## src/rtl/uart_adc_report_if.sv

```systemverilog
// Byte-stream handshake between the ADC reporter (master) and uart_tx (slave).
// send_en is a one-cycle strobe qualifying send_data; send_busy is the
// transmitter's busy flag.
interface uart_adc_report_if;
    logic       send_en;
    logic [7:0] send_data;
    logic       send_busy;

    modport master (
        output send_en,
        output send_data,
        input  send_busy
    );

    modport slave (
        input  send_en,
        input  send_data,
        output send_busy
    );
endinterface

```

## src/rtl/uart_adc_report.sv

```systemverilog
// Multi-channel ADC-to-UART ASCII reporter.
// Snapshots CH_NUM channels, converts each to zero-padded decimal with a
// sequential double-dabble engine and streams one "CHk:<digits>\n" line per
// channel into uart_tx. Frames start on a periodic timer or on trig pulses.
// Optional macro REPORT_HEX_EN: skip conversion and emit ceil(DATA_W/4)
// uppercase hex digits per channel instead of DIG_NUM decimal digits.
module uart_adc_report #(
    parameter int CLK_FRE   = 50,
    parameter int SEND_FRE  = 2,
    parameter int CH_NUM    = 4,
    parameter int DATA_W    = 12,
    parameter int DIG_NUM   = 4,
    parameter int TRIG_MODE = 0
) (
    input  logic                     clk,
    input  logic                     rst,
    input  logic [CH_NUM*DATA_W-1:0] adc_data,
    input  logic                     trig,
    uart_adc_report_if.master        tx,
    output logic                     frame_busy,
    output logic                     frame_done
);

    localparam int PERIOD  = CLK_FRE * 1000000 / SEND_FRE;
    localparam int TMR_W   = (PERIOD > 1) ? $clog2(PERIOD) : 1;
    localparam int HEX_DIG = (DATA_W + 3) / 4;
`ifdef REPORT_HEX_EN
    localparam int NUM_DIG = HEX_DIG;
`else
    localparam int NUM_DIG = DIG_NUM;
`endif
    localparam int LINE_LEN = NUM_DIG + 5;
    localparam int SNAP_W   = CH_NUM * DATA_W;

    typedef enum logic [2:0] {
        ST_IDLE,
        ST_SNAP,
        ST_CONV,
        ST_SEND,
        ST_ACK_HI,
        ST_ACK_LO
    } state_t;

    state_t              state_q, state_d;
    logic [TMR_W-1:0]    timer_q, timer_d;
    logic                pending_q, pending_d;
    logic [SNAP_W-1:0]   snap_q, snap_d;
    logic [3:0]          ch_q, ch_d;
    logic [4:0]          b_q, b_d;
    logic                frame_done_q, frame_done_d;

    logic                timer_wrap;
    logic                req;
    logic [DATA_W-1:0]   ch_val;
    logic [7:0]          cur_byte;
    logic [3:0]          nib;
    int                  dig_idx;
`ifdef REPORT_HEX_EN
    logic [4*HEX_DIG-1:0] hex_ext;
`else
    logic [5:0]           cnt_q, cnt_d;
    logic [4*DIG_NUM-1:0] bcd_q, bcd_d, bcd_adj;
`endif

    assign ch_val     = snap_q[ch_q*DATA_W +: DATA_W];
    assign frame_busy = (state_q != ST_IDLE);
    assign frame_done = frame_done_q;

    // Free-running frame timer; wraps every PERIOD cycles and never stops.
    always_comb begin
        timer_wrap = (timer_q == TMR_W'(PERIOD - 1));
        timer_d    = timer_wrap ? '0 : timer_q + 1'b1;
    end

    // Single-bit request latch: IDLE consumes it, extra requests collapse into it.
    always_comb begin
        req       = (TRIG_MODE == 1) ? trig : timer_wrap;
        pending_d = pending_q;
        if (state_q == ST_IDLE && pending_q) begin
            pending_d = 1'b0;
        end else if (req) begin
            pending_d = 1'b1;
        end
    end

`ifndef REPORT_HEX_EN
    // Double-dabble correction: add 3 to every BCD digit >= 5 before the shift.
    always_comb begin
        bcd_adj = bcd_q;
        for (int unsigned i = 0; i < DIG_NUM; i++) begin
            if (bcd_q[i*4 +: 4] >= 4'd5) begin
                bcd_adj[i*4 +: 4] = bcd_q[i*4 +: 4] + 4'd3;
            end
        end
    end
`endif

    // Byte selector for the current line position b of channel ch.
    always_comb begin
        cur_byte = 8'h0A;
        nib      = 4'd0;
        dig_idx  = int'(b_q) - 4;
`ifdef REPORT_HEX_EN
        hex_ext                = '0;
        hex_ext[DATA_W-1:0]    = ch_val;
`endif
        if (b_q == 5'd0) begin
            cur_byte = 8'h43;
        end else if (b_q == 5'd1) begin
            cur_byte = 8'h48;
        end else if (b_q == 5'd2) begin
            cur_byte = 8'h30 + {4'd0, ch_q};
        end else if (b_q == 5'd3) begin
            cur_byte = 8'h3A;
        end else if (b_q < 5'(LINE_LEN - 1)) begin
`ifdef REPORT_HEX_EN
            nib      = hex_ext[(NUM_DIG - 1 - dig_idx)*4 +: 4];
            cur_byte = (nib < 4'd10) ? 8'h30 + {4'd0, nib} : 8'h37 + {4'd0, nib};
`else
            nib      = bcd_q[(NUM_DIG - 1 - dig_idx)*4 +: 4];
            cur_byte = 8'h30 + {4'd0, nib};
`endif
        end
    end

    // Frame sequencer: next state, datapath updates and uart_tx strobe.
    always_comb begin
        state_d      = state_q;
        snap_d       = snap_q;
        ch_d         = ch_q;
        b_d          = b_q;
        frame_done_d = 1'b0;
        tx.send_en   = 1'b0;
        tx.send_data = 8'h00;
`ifndef REPORT_HEX_EN
        cnt_d        = cnt_q;
        bcd_d        = bcd_q;
`endif
        case (state_q)
            ST_IDLE: begin
                if (pending_q) begin
                    state_d = ST_SNAP;
                end
            end
            ST_SNAP: begin
                snap_d = adc_data;
                ch_d   = 4'd0;
                b_d    = 5'd0;
`ifdef REPORT_HEX_EN
                state_d = ST_SEND;
`else
                cnt_d   = 6'd0;
                bcd_d   = '0;
                state_d = ST_CONV;
`endif
            end
            ST_CONV: begin
`ifndef REPORT_HEX_EN
                bcd_d = {bcd_adj[4*DIG_NUM-2:0], ch_val[6'(DATA_W - 1) - cnt_q]};
                cnt_d = cnt_q + 6'd1;
                if (cnt_q == 6'(DATA_W - 1)) begin
                    b_d     = 5'd0;
                    state_d = ST_SEND;
                end
`else
                state_d = ST_SEND;
`endif
            end
            ST_SEND: begin
                if (!tx.send_busy) begin
                    tx.send_en   = 1'b1;
                    tx.send_data = cur_byte;
                    state_d      = ST_ACK_HI;
                end
            end
            ST_ACK_HI: begin
                if (tx.send_busy) begin
                    state_d = ST_ACK_LO;
                end
            end
            ST_ACK_LO: begin
                if (!tx.send_busy) begin
                    if (b_q < 5'(LINE_LEN - 1)) begin
                        b_d     = b_q + 5'd1;
                        state_d = ST_SEND;
                    end else if (ch_q < 4'(CH_NUM - 1)) begin
                        ch_d = ch_q + 4'd1;
                        b_d  = 5'd0;
`ifdef REPORT_HEX_EN
                        state_d = ST_SEND;
`else
                        cnt_d   = 6'd0;
                        bcd_d   = '0;
                        state_d = ST_CONV;
`endif
                    end else begin
                        frame_done_d = 1'b1;
                        state_d      = ST_IDLE;
                    end
                end
            end
            default: begin
                state_d = ST_IDLE;
            end
        endcase
    end

    // State and datapath registers with synchronous reset.
    always_ff @(posedge clk) begin
        if (rst) begin
            state_q      <= ST_IDLE;
            timer_q      <= '0;
            pending_q    <= 1'b0;
            snap_q       <= '0;
            ch_q         <= 4'd0;
            b_q          <= 5'd0;
            frame_done_q <= 1'b0;
`ifndef REPORT_HEX_EN
            cnt_q        <= 6'd0;
            bcd_q        <= '0;
`endif
        end else begin
            state_q      <= state_d;
            timer_q      <= timer_d;
            pending_q    <= pending_d;
            snap_q       <= snap_d;
            ch_q         <= ch_d;
            b_q          <= b_d;
            frame_done_q <= frame_done_d;
`ifndef REPORT_HEX_EN
            cnt_q        <= cnt_d;
            bcd_q        <= bcd_d;
`endif
        end
    end

endmodule

```

## src/flat_wrapper.sv

```systemverilog
// flat-port wrapper written by rule: the top's interface ports become plain ports
module uart_adc_report_flat 
#(
    parameter int CLK_FRE   = 50,
    parameter int SEND_FRE  = 2,
    parameter int CH_NUM    = 4,
    parameter int DATA_W    = 12,
    parameter int DIG_NUM   = 4,
    parameter int TRIG_MODE = 0
)
  (clk, rst, adc_data, trig, frame_busy, frame_done, tx_send_en, tx_send_data, tx_send_busy);
  uart_adc_report_if tx_i ();
  input  logic clk;
  input  logic rst;
  input  logic [CH_NUM*DATA_W-1:0] adc_data;
  input  logic trig;
  output logic frame_busy;
  output logic frame_done;
  output wire logic [$bits(tx_i.send_en)-1:0] tx_send_en;
  output wire logic [$bits(tx_i.send_data)-1:0] tx_send_data;
  input wire logic [$bits(tx_i.send_busy)-1:0] tx_send_busy;
  assign tx_send_en = tx_i.send_en;
  assign tx_send_data = tx_i.send_data;
  assign tx_i.send_busy = tx_send_busy;
  uart_adc_report #(.CLK_FRE(CLK_FRE), .SEND_FRE(SEND_FRE), .CH_NUM(CH_NUM), .DATA_W(DATA_W), .DIG_NUM(DIG_NUM), .TRIG_MODE(TRIG_MODE)) u_core (.clk(clk), .rst(rst), .adc_data(adc_data), .trig(trig), .tx(tx_i), .frame_busy(frame_busy), .frame_done(frame_done));
endmodule
```

## config.mk

```make
export PLATFORM = sky130hd
export DESIGN_NAME = uart_adc_report_flat
export DESIGN_NICKNAME = d
export VERILOG_FILES = /design/src/rtl/uart_adc_report_if.sv /design/src/rtl/uart_adc_report.sv /design/src/flat_wrapper.sv
export SDC_FILE = /design/constraint.sdc
export NUM_CORES = 1
export LEC_CHECK = 0
export CELL_PAD_IN_SITES_DETAIL_PLACEMENT = 1
export CELL_PAD_IN_SITES_GLOBAL_PLACEMENT = 2
export CORE_MARGIN = 2
export CORE_UTILIZATION = 34
export DETAILED_ROUTE_END_ITERATION = 8
export DONT_BUFFER_PORTS = 1
export GPL_ROUTABILITY_DRIVEN = 0
export PLACE_DENSITY = 0.83
export SKIP_CTS_REPAIR_TIMING = 1
export SYNTH_ARGS = -nofsm -noshare
export SYNTH_HDL_FRONTEND = slang
export SYNTH_SLANG_ARGS = --single-unit
export TNS_END_PERCENT = 30
```

## constraint.sdc

```tcl
create_clock -name clk -period 2.2 [get_ports clk]
set_input_delay 0.55 -clock clk [delete_from_list [all_inputs] [get_ports clk]]
set_output_delay 0.55 -clock clk [all_outputs]
set_load 0.005 [all_outputs]
```

Word-level counts from Yosys, hierarchy flattened
Cells that the tools add are included.
{ "totals": {"ff_bits": 109, "output_inout_bits": 11} }
{ "op_classes": {"add_sub_neg": 13, "multipliers": 1, "magnitude_cmp": 7, "eq_ne": 18, "shift": 2, "muxes": 41, "bitwise": 1, "n_reduce_logical": 13} }
{ "op_table": {"columns": ["cell", "n"], "rows": [
  ["$mux 8", 7],
  ["$mux 16", 3],
  ["$pmux 16 s3", 1],
  ["$shiftx 48x9->12", 1],
  ["$shiftx 16x32->4", 1],
  ["$sub 3x30->30 const A", 1],
  ["$add 25x1->25 const B", 1],
  ["$eq 25x25->1 const B", 1],
  ["$mux 4", 6],
  ["$mux 3", 7],
  ["$mux 5", 4],
  ["$mux 6", 3],
  ["$pmux 3 s6", 1],
  ["$pmux 6 s3", 1],
  ["$ge 4x3->1 const B", 4],
  ["$pmux 5 s3", 1],
  ["$add 6x4->7 const A", 2],
  ["$add 4x2->4 const B", 3],
  ["$reduce_and 4->1", 3],
  ["$eq 5x2->1 const B", 2],
  ["$ne 2x2->1 const B", 4],
  ["$pmux 4 s2", 1],
  ["$add 6x1->6 const B", 1],
  ["$eq 3x2->1 const B", 2],
  ["other kinds (27)", 35]
]} }

Depth between registers and ports, before layout
Gate-level depths: netlist of the first run.
{ "depth": {"depth_word": 11, "mapped_depth": 8, "ltp_nobuf": 7} }

Worst setup path before layout of the first run
OpenSTA, ideal clock, no wires.
{ "synth_timing": {"path_kind": "input -> output", "from": "input port tx_send_busy", "to": "output port tx_send_data[5]", "arrival_time_ns": 1.851, "slack_ns": -0.201, "path_stages": 7, "path_cell_list": "clkbuf_1 > or3_1 > clkbuf_1 > inv_1 > nand2_1 > a211oi_1 > buf_4"} }
{ "synth_between": {"elab_chain_len": 2} }
{ "synth_rtl": {"columns": ["element", "line", "rtl"], "rows": [
  ["start: declaration", "flat_wrapper.sv:21", "input wire logic [$bits(tx_i.send_busy)-1:0] tx_send_busy;"],
  ["$mux 8", "uart_adc_report.sv:170", "if (!tx.send_busy) begin"],
  ["$mux 8", "uart_adc_report.sv:139", "case (state_q)"],
  ["end: declaration", "flat_wrapper.sv:20", "output wire logic [$bits(tx_i.send_data)-1:0] tx_send_data;"]
]} }
No other way between the ends.

Worst setup path in the final report of the first run
{ "layout_timing": {"from": "register u_core.b_q[1]", "to": "output port tx_send_data[0]"} }
{ "layout_between": {"elab_chain_len": 11} }
{ "layout_rtl": {"columns": ["element", "line", "rtl"], "rows": [
  ["start: declaration", "uart_adc_report.sv:49", "logic [4:0] b_q, b_d;"],
  ["start signal: assignment", "uart_adc_report.sv:216", "b_q <= 5'd0;"],
  ["start signal: assignment", "uart_adc_report.sv:228", "b_q <= b_d;"],
  ["$sub 5x3->6", "uart_adc_report.sv:102", "dig_idx = int'(b_q) - 4;"],
  ["$sub 3x30->30", "uart_adc_report.sv:120", "nib = bcd_q[(NUM_DIG - 1 - dig_idx)*4 +: 4];"],
  ["$shiftx 16x32->4", "uart_adc_report.sv:120", null],
  ["$add 6x4->7", "uart_adc_report.sv:121", "cur_byte = 8'h30 + {4'd0, nib};"],
  ["$mux 8", "uart_adc_report.sv:115", "end else if (b_q < 5'(LINE_LEN - 1)) begin"],
  ["$mux 8", "uart_adc_report.sv:113", "end else if (b_q == 5'd3) begin"],
  ["$mux 8", "uart_adc_report.sv:111", "end else if (b_q == 5'd2) begin"],
  ["$mux 8", "uart_adc_report.sv:109", "end else if (b_q == 5'd1) begin"],
  ["$mux 8 (*)", "uart_adc_report.sv:107", "if (b_q == 5'd0) begin"],
  ["$mux 8 (*)", "uart_adc_report.sv:170", null],
  ["$mux 8 (*)", "uart_adc_report.sv:139", null]
]} }
Mark *: on every way between the ends. The rest lies on a longest branch, timed or not.

==> results of run 1 <==
-- worst paths after layout --
kind,end,slack [ns],cells past startpoint
setup reg to reg,u_core.cnt_q[5],0.12,6
hold reg to reg,u_core.snap_q[42],0.46,2
setup / recovery,tx_send_data[0],-0.07,6
hold / removal,u_core.frame_done,0.26,1
-- critical path: stages (launching register included) --
cell	delay, ns
dfxtp_4	0.39
ha_1	0.23
o21ai_2	0.19
and3b_1	0.22
a32o_2	0.16
nand2_2	0.05
a21oi_2	0.13
-- per-layer routing --
layer  track usage  up-vias  share of wire
li1              -     2257              -
met1         0.209     2223           0.45
met2         0.307       76           0.50
met3        0.0447       11          0.041
met4        0.0525        0          0.012
met5             0        -              0
-- layout make-up --
| class | instances | area share |
|---|---|---|
| Inverter | 21 | 0.0135 |
| Timing Repair Buffer | 31 | 0.0402 |
| Sequential cell | 109 | 0.356 |
| Tap cell | 216 | 0.0436 |
| Clock inverter | 5 | 0.00666 |
| Clock buffer | 11 | 0.0392 |
| Multi-Input combinational cell | 486 | 0.501 |
-- cells in the final DEF, fill, tap and decap left out, types with 4 or more instances in the layout --
cell / instances
a21oi_1: 76
buf_4: 29
clkbuf_16: 9
dfxtp_1: 102
dfxtp_4: 5
ha_1: 17
inv_1: 18
mux2i_1: 9
mux4_2: 13
nand2_1: 134
nand2b_1: 8
nand3_1: 27
nand4_1: 4
nor2_1: 45
nor2b_1: 7
nor3_1: 12
nor4_1: 11
o21ai_0: 13
xnor2_1: 24
xor2_1: 6
-- power breakdown --
part	switching [mW]	internal (mW)	total, mW
logic	0.0137	0.0110	0.0247
clock network	0.787	0.815	1.60
registers	0.00486	1.97	1.97
total	0.806	2.80	3.60
-- stage by stage --
stage / utilization / total power, mW / area, sq um / hold slack, ns / setup TNS [ns]
3_3_place_gp: 0.365 / 2.05 / 5730 / 0.437 / 0
4_1_cts: 0.383 / 3.66 / 6010 / 0.251 / -1.60
3_5_place_dp: 0.365 / 2.05 / 5730 / 0.441 / 0
5_1_grt: 0.394 / 3.74 / 6200 / 0.257 / -0.563
6_report: 0.394 / 3.60 / 6200 / 0.261 / -0.163
2_1_floorplan: - / 2.07 / 5420 / 0.426 / -0.0000988
-- flip-flops by register name, summed over array words and instances, names as in the netlist --
register           flops
u_core.b_q             5
u_core.bcd_q          16
u_core.ch_q            4
u_core.cnt_q           6
u_core.frame_done      1
u_core.pending_q       1
u_core.snap_q         48
u_core.state_q         3
u_core.timer_q        25
-- kinds of logic (layout without fill, tap and decap cells) --
logic type	count (synthesis)	count (layout)
flops	109	109
xor+xnor	30	30
fa+ha+maj	19	19
simple gates	286	286
buf+inv	64	68
other cells	1	1
compound gates	127	127
mux	23	23
==> results.json, run 1 <==
{
  "grt_max_degree": 83,
  "io_pins": 63,
  "gr-total-overflow": 0,
  "synth-main-ff-cell": "dfxtp_1",
  "yosysSeqAreaShare": 0.403,
  "period_share": 1.03,
  "critical_path_class": "flip-flop to primary output",
  "dp_cells": 859,
  "dieHeight_microns": 130,
  "ys_types": 57,
  "pre_cts_ws_ns": 0.0380,
  "n_fill_cell": 1853,
  "multiInputGateArea_sq_mm": 0.00311,
  "yosys_register_bits": 109,
  "hp-start": "tx_send_busy",
  "status": "complete, but fails checks",
  "clkSinkCount": 109,
  "ant_nets": 0,
  "reg2reg_from": "u_core.ch_q[0]",
  "track_usage": 0.174,
  "synth_top_area_frac": 0.403,
  "setup_viol": 3,
  "synth_top_family_by_area": "simple AND/OR/NAND/NOR gates",
  "crit_required_ns": 1.65,
  "nets": 729,
  "grt_pass1_vias": 4753,
  "yosys_warnings": 0,
  "cp-startpoint": "u_core.b_q[1]",
  "cp-start-kind": "flip-flop",
  "synth_edf_count": 0,
  "yosys.area_share.simple": 0.245,
  "routed_wl_microns": 13900,
  "synthesis.nets": 730,
  "hold_viol": 0,
  "peakVddDrop_mv": 0.418,
  "drtIter0Drc": 181,
  "cp-end-kind": "primary output",
  "synth_fa_ha_area_frac": 0.0440,
  "via_per_inst": 5.20,
  "htreeDepth": 3,
  "synth.area.top_cells": "dfxtp_1 (40%), nand2_1 (9.5%), a21oi_1 (7.2%)",
  "portBuffers": 0,
  "clk_path_buf_depth": 2,
  "finalCriticalPeriod_ns": 2.27,
  "dr.pass1.iters": 4,
  "rsz0062_at_grt": "yes",
  "fmax_mhz": 440,
  "syn_avg_cell_area_sq_um": 8.21,
  "clock_latency_ns": 0.36,
  "final_layout_size_suffix_gt1_frac": 0.146,
  "vias": 4567,
  "grt_pass1_wl_microns": 23400,
  "synth_compound_area_frac": 0.139,
  "fin_skew_ns": 0.00761,
  "final_max_slew_viol_count": 0,
  "wire_per_inst_microns": 15.8,
  "synth.most_common_cell": "nand2_1",
  "dp_hpwl_microns": 9870,
  "synth_area_sq_mm": 0.00541,
  "muxShareOfSynthArea": 0.0729,
  "max_cap_viol_count": 0,
  "final_cells": 879,
  "regArea_sq_mm": 0.00220,
  "root_buffer": "clkbuf_16",
  "chipWidth_microns": 130,
  "violations": "negative setup slack",
  "drcViolationCount": 0,
  "fp-row-count": 46,
  "core_area_sq_mm": 0.0157,
  "async_flop_share": 0,
  "leakage_nw": 2.01,
  "n_antenna_cell": 0,
  "tritoncts": "built",
  "dieArea_sq_mm": 0.0169,
  "cts_buffers": 9,
  "synth_commonest_cells": "nand2_1 (137), dfxtp_1 (109), a21oi_1 (78), nor2_1 (47), clkbuf_1 (35)",
  "powerDensity_mw_per_mm2": 581,
  "synthCells": 659,
  "clk_pin_slew_ns": 0.07,
  "cp.arrival_ns": 1.72,
  "critPathMaxFanout": 8,
  "antenna_found_initial": 0,
  "area_delta_synth_final_pct": 14.6,
  "yosys.area.top_type": "dfxtp_1",
  "start_util": 0.344,
  "min_path_type": "input pin to flip-flop",
  "synthXorXnorAreaFrac": 0.0486,
  "setup_slack_ns": -0.0716
}
Note: power is estimated with default switching activity, not from simulation.
==> inputs of run 2 (changes only) <==
CTS_CLUSTER_DIAMETER = 60   (was default)
==> results of run 2 <==
The final DEF is identical to that of run 1; final timing and power are the same.
